--- src/rtl/fwd_hazard_ctrl.sv ---
// Forwarding select and load-use stall controller for the RV32 five-stage pipeline.
// Optional stall counter output is enabled by defining FWD_STALL_CNT_EN.
module fwd_hazard_ctrl #(
  parameter int addr_width = 5,
  parameter int cnt_width  = 32
) (
  input  logic                  clk_in,
  input  logic                  rst_in,
  input  logic                  id_valid_in,
  input  logic [addr_width-1:0] id_rs1_in,
  input  logic [addr_width-1:0] id_rs2_in,
  input  logic                  id_use_rs1_in,
  input  logic                  id_use_rs2_in,
  input  logic [addr_width-1:0] id_rd_in,
  input  logic                  id_reg_wen_in,
  input  logic                  id_load_in,
  input  logic                  flush_in,
  output logic [1:0]            fwd_a_sel_out,
  output logic [1:0]            fwd_b_sel_out,
  output logic                  stall_out,
  output logic                  ex_valid_out
`ifdef FWD_STALL_CNT_EN
  ,
  output logic [cnt_width-1:0]  stall_cnt_out
`endif
);

  typedef struct packed {
    logic                  valid;
    logic [addr_width-1:0] rs1;
    logic [addr_width-1:0] rs2;
    logic                  use1;
    logic                  use2;
    logic [addr_width-1:0] rd;
    logic                  wen;
    logic                  load;
  } ex_slot_t;

  // Only the producer fields matter once an instruction has left EX.
  typedef struct packed {
    logic                  valid;
    logic [addr_width-1:0] rd;
    logic                  wen;
  } prod_slot_t;

  ex_slot_t   ex_q, ex_d;
  prod_slot_t mem_q, wb_q;
  logic       hazard;

  function automatic logic prod_hit(input prod_slot_t p, input logic [addr_width-1:0] rs);
    return p.valid & p.wen & (p.rd != '0) & (p.rd == rs);
  endfunction

  assign hazard = id_valid_in & ex_q.valid & ex_q.load & ex_q.wen & (ex_q.rd != '0) &
                  ((id_use_rs1_in & (id_rs1_in == ex_q.rd)) |
                   (id_use_rs2_in & (id_rs2_in == ex_q.rd)));

  // A flushed consumer is killed anyway, so it must not hold the front end.
  assign stall_out    = hazard & ~flush_in;
  assign ex_valid_out = ex_q.valid;

  always_comb begin
    ex_d.valid = id_valid_in & ~flush_in & ~stall_out;
    ex_d.rs1   = id_rs1_in;
    ex_d.rs2   = id_rs2_in;
    ex_d.use1  = id_use_rs1_in;
    ex_d.use2  = id_use_rs2_in;
    ex_d.rd    = id_rd_in;
    ex_d.wen   = id_reg_wen_in;
    ex_d.load  = id_load_in;
  end

  // The younger producer in MEM takes priority over the one in WB.
  always_comb begin
    fwd_a_sel_out = 2'b00;
    fwd_b_sel_out = 2'b00;
    if (ex_q.valid && ex_q.use1) begin
      if (prod_hit(mem_q, ex_q.rs1))     fwd_a_sel_out = 2'b10;
      else if (prod_hit(wb_q, ex_q.rs1)) fwd_a_sel_out = 2'b11;
    end
    if (ex_q.valid && ex_q.use2) begin
      if (prod_hit(mem_q, ex_q.rs2))     fwd_b_sel_out = 2'b10;
      else if (prod_hit(wb_q, ex_q.rs2)) fwd_b_sel_out = 2'b11;
    end
  end

  always_ff @(posedge clk_in) begin
    if (rst_in) begin
      ex_q.valid  <= 1'b0;
      mem_q.valid <= 1'b0;
      wb_q.valid  <= 1'b0;
    end else begin
      ex_q        <= ex_d;
      mem_q.valid <= ex_q.valid;
      mem_q.rd    <= ex_q.rd;
      mem_q.wen   <= ex_q.wen;
      wb_q        <= mem_q;
    end
  end

`ifdef FWD_STALL_CNT_EN
  logic [cnt_width-1:0] stall_cnt_q;

  always_ff @(posedge clk_in) begin
    if (rst_in)         stall_cnt_q <= '0;
    else if (stall_out) stall_cnt_q <= stall_cnt_q + cnt_width'(1);
  end

  assign stall_cnt_out = stall_cnt_q;
`endif

endmodule

--- config.mk ---
export PLATFORM = sky130hd
export DESIGN_NAME = fwd_hazard_ctrl
export DESIGN_NICKNAME = d
export VERILOG_FILES = /design/src/rtl/fwd_hazard_ctrl.sv
export SDC_FILE = /design/constraint.sdc
export NUM_CORES = 1
export LEC_CHECK = 0
export CORE_UTILIZATION = 40
export CTS_CLUSTER_SIZE = 14
export DETAILED_ROUTE_END_ITERATION = 12
export HOLD_SLACK_MARGIN = 0.06
export PLACE_DENSITY_LB_ADDON = 0.25
export SYNTH_ARGS = -nofsm -noshare
export SYNTH_HDL_FRONTEND = slang
export SYNTH_SLANG_ARGS = --single-unit
--- constraint.sdc ---
create_clock -name clk_in -period 1.9 [get_ports clk_in]
set_input_delay 0.475 -clock clk_in [delete_from_list [all_inputs] [get_ports clk_in]]
set_output_delay 0.475 -clock clk_in [all_outputs]
set_load 0.01 [all_outputs]
---- Yosys cells after proc, flatten, opt, wreduce, memory -nomap -nowiden ----
Cells that the tools add are included.
word-level totals
  word-level logic and storage cells ...... 52
  input port bits ......................... 23
  bits in registers ....................... 34
operators by class
  multiplexer cells ....................... 6
  reductions and logical operators ........ 5
  eq/ne operators ......................... 6
  bitwise gates (word level) .............. 21
operators by type and width
  operator             count
  equality test 5 bit  6
  AND 1 bit            18
  nonzero test 5 bit   3
  two-way mux 2 bit    6
  logical AND 1 bit    2
  inverter 1 bit       2
  OR 1 bit             1

---- Depth between registers and ports, before layout ----
  depth in word-level cells ............... 8
  gate-level depth with buffers ........... 4
  mapped depth without buffers ............ 4

---- Worst setup path after synthesis ----
OpenSTA, ideal clock, no wires.
  kind .................................... flip-flop to output port
  from .................................... register mem_q[2] in the netlist's numbering
  to ...................................... output fwd_b_sel_out[0]
  path slack .............................. -89 ps
  stages on the path, launching flop included .. 5
  arrival time ............................ 1514 ps
  cells stage by stage .................... edfxtp_1 > or4_1 > o211ai_2 > nor4_1 > nor3b_1
on the way
  cells in the longest elaborated chain, start to end .. 5
RTL lines
  item                 line  source
  start, declared      47    prod_slot_t mem_q, wb_q;
  nonzero test 5 bit   51    return p.valid & p.wen & (p.rd != '0) & (p.rd == rs);
  AND 1 bit            51
  AND 1 bit *          51
  two-way mux 2 bit *  82    if (prod_hit(mem_q, ex_q.rs2)) fwd_b_sel_out = 2'b10;
  two-way mux 2 bit *  81    if (ex_q.valid && ex_q.use2) begin
  end, declared        19    output logic [1:0] fwd_b_sel_out,
Mark *: on every way between the ends. The rest lies on a longest branch, timed or not.

---- Worst setup path after layout ----
  from .................................... register mem_q[5] in the netlist's numbering
  to ...................................... output fwd_a_sel_out[0]
on the way
  cells in the longest elaborated chain, start to end .. 5
RTL lines
  item                 line  source
  nonzero test 5 bit   51
  AND 1 bit            51
  AND 1 bit *          51
  two-way mux 2 bit *  78    if (prod_hit(mem_q, ex_q.rs1)) fwd_a_sel_out = 2'b10;
  two-way mux 2 bit *  77    if (ex_q.valid && ex_q.use1) begin
  end, declared        18    output logic [1:0] fwd_a_sel_out,
Marked as above.

==> run summary <==
die area -> 3916 um2
Synth top cells by count -> 31 x edfxtp_1, 18 x xor2_1, 12 x xnor2_1
Post-Synth Simple-Gate Area -> 0.09548
Hold Vio Cnt, Final -> 0
final setup fails -> 5
global-route wire length before repair -> 4940 um
Max-cap violations -> 0
root buffer cell -> clkbuf_4
DP Area -> 2016 um2
Num CTS Buffers -> 5
Crit path buffers/inverters -> 2
Area growth syn-to-layout -> 44.76%
maximum vdd drop -> 561.1 uV
Setup WS post-layout -> -0.5724 ns
WL final -> 2925 um
CP Capture Type -> output port
Max Freq -> 404.5 MHz
crit share post-route -> 1.301
RSZ-0062 raised after global routing -> yes
DRC Markers -> 0
initial antenna violation count -> 0
Ant. Diodes -> 0
post-synthesis mux area share -> 0
final setup TNS -> -2.609 ns
Synth Instances -> 94
failing checks -> setup timing
CORE AREA -> 3416 um2
Critical Path Start Type -> flop
Logic pwr share -> 0.153
Syn. warnings -> 0
DPL Wire Length -> 2108 um
slowest cell on the critical path -> or4_4
via count -> 984
Slew headroom -> 0.7675
Ports -> 29
Clk Latency, worst-skew pair -> 0.34 ns
clock power share -> 0.245
post-synthesis xor/xnor area fraction -> 0.1790
clk sinks -> 34
post-synth top area cell -> edfxtp_1
chip height -> 62.58 um
final worst path period need -> 2.472 ns
count leader, synth -> edfxtp_1
sequential share of power -> 0.602
vias per cell -> 4.800
number of flops mapped to enable cells by yosys -> 31
cell row count -> 21
largest cells by area after synthesis -> edfxtp_1 63%, xor2_1 11%, xnor2_1 7.2%
H-tree depth -> 2
share of layout cells above drive strength 1 -> 0.3459
Sw Pwr -> 0.0003646 W
FF+latch count, synth -> 34
Die X-Extent -> 62.58 um
Hold Startpoint -> id_rs1_in[3]
critical-path cell list -> buf_4 -> xnor2_2 -> nand3_1 -> or4_4 -> nor3b_4 -> buf_2
worst reg2reg path depth -> 3
worst slew pin tran -> 0.3459 ns
GPL Wtd Cong -> 0.8077
DRT iter0 DRCs -> 22
WL per Instance -> 14.27 um
Net Sw Frac -> 0.2400
total grt overflow -> 0
Syn Area/Cell -> 15.61 um2
clk_skew -> 0.007354 ns
critical path arrival -> 2.00 ns
CP required -> 1.42 ns
R2R Path End -> ex_valid_out$_SDFF_PP0_
cell internal pwr -> 0.001155 W
Min Hold Slack -> 0.4157 ns
post-synth net total -> 117
crit-path max FO -> 3
vias in the first global route -> 1,076
r2r setup slk -> 0.32 ns
Leak -> 0.8170 nW
Tot GR Track Use -> 0.1703
PortBufs -> 28
largest family of logic cells by synthesized area -> XOR/XNOR gates
post-route ant nets -> 0
Largest stage delay, worst path -> 0.55 ns
clock tree buffer depth -> 2
prevailing post-synth register cell -> edfxtp_1
RR Startpoint -> ex_q[3]$_DFFE_PN_
largest net degree at the start of global routing -> 33
Compound-Gate Fraction of Synth Area -> 0.04518
max-slew violation count -> 0
Netlist cell types -> 25
Cell Pwr Density -> 715.0 nW/um2
hold path depth -> 1
CTS tree -> yes
asr flop ratio synth -> 0
CTS clk-pin slew, worst paths -> 0.09 ns
Min-Delay Path Class -> input port to flop
Worst path top cell family by delay -> simple AND/OR/NAND/NOR gates
synthesized area -> 1468 um2
share of the synthesized area in the top cell type -> 0.6343
Worst Hold Path EP -> ex_q[17]$_DFFE_PN_
Initial Util -> 0.4297
DRT Pass-1 Iters -> 4
adder-cell area share of the yosys netlist -> 0
critical path depth -> 6
# nets final -> 181
Setup Crit Path Kind -> flop to output port
design area -> 2125 um2
outcome -> finished with violations
sequential fraction of the synthesis area -> 0.6752
-- how the worst max path moves through the flow --
stage,start,to,slack [ns]
floorplan,mem_q[5]$_DFFE_PN_,fwd_a_sel_out[0],-0.02
global placement,id_rs2_in[4],stall_out,-1.01
detailed placement,id_rs2_in[4],stall_out,-1.09
CTS,mem_q[4]$_DFFE_PN_,fwd_a_sel_out[0],-0.60
global route,mem_q[4]$_DFFE_PN_,fwd_a_sel_out[0],-0.68
finish,mem_q[5]$_DFFE_PN_,fwd_a_sel_out[0],-0.57
-- power by group through the flow --
| stage | Sequential [W] | Combinational (W) | Clock (W) |
|---|---|---|---|
| 2_1_floorplan | 0.000931 | 0.0000813 | 0 |
| 3_3_place_gp | 0.000928 | 0.000210 | 0 |
| 3_5_place_dp | 0.000931 | 0.000217 | 0 |
| 4_1_cts | 0.000915 | 0.000229 | 0.000387 |
| 5_1_grt | 0.000921 | 0.000252 | 0.000421 |
| 6_report | 0.000915 | 0.000232 | 0.000372 |
-- final cells by class --
type / instances / area, um2
tap: 46 / 57.56
clock inverter: 2 / 8.758
sequential: 34 / 992.2
multi-input combinational: 58 / 536.8
fill: 287 / 1291
clock buffer: 6 / 41.29
inverter: 2 / 7.507
timing repair buffer: 57 / 480.5
-- sequential cells by signal (all words and copies together), names as in the netlist --
register and count:
ex_valid_out 1, ex_q 19, wb_q 7, mem_q 7
-- cells by family (layout without fill, tap and decap cells) --
family | count (synthesis) | in the layout
simple gates | 21 | 21
xor+xnor | 30 | 30
buf+inv | 2 | 67
compound gates | 7 | 7
flops | 34 | 34
-- stage by stage --
step,std cells,worst slack (ns),total power [W],util
after floorplan,94,-0.02288,0.001012,-
after global placement,192,-1.010,0.001138,0.5901
after detailed placement,192,-1.089,0.001148,0.5901
after CTS,205,-0.5970,0.001531,0.6172
after global routing,205,-0.6847,0.001594,0.6220
final,205,-0.5724,0.001519,0.6220
-- worst register-to-register path, stage by stage (launching register included) --
cell	delay, ns
edfxtp_1	0.46
or4_1	0.57
o2111ai_1	0.30
o2111a_1	0.20
-- layout by cell type (no fill, tap or decap), types with 2 or more instances in the layout --
| cell | count |
|---|---|
| buf_2 | 5 |
| nor3_1 | 2 |
| clkdlybuf4s50_1 | 16 |
| buf_4 | 28 |
| nand3_1 | 2 |
| dfxtp_1 | 2 |
| clkbuf_4 | 5 |
| nor2b_1 | 2 |
| nand2_1 | 2 |
| xnor2_1 | 11 |
| dlygate4sd2_1 | 6 |
| nor4_2 | 3 |
| inv_1 | 2 |
| or4_4 | 2 |
| edfxtp_1 | 31 |
| xor2_1 | 18 |
-- repair_timing --
item	4_1_cts	5_1_grt
hold buffers	0	0
gates cloned	0	0
buffers inserted	5	0
endpoints found under the setup margin	5	6
pin swaps	9	5
gates resized for setup	33	4
endpoints found under the hold margin	0	0
-- layer usage --
metal	part of all wire	GRT usage
met5	0	0
met4	0.032	0.1105
met3	0.049	0.05839
met2	0.55	0.2948
met1	0.37	0.1732
Power figures use the tool's default switching activity.
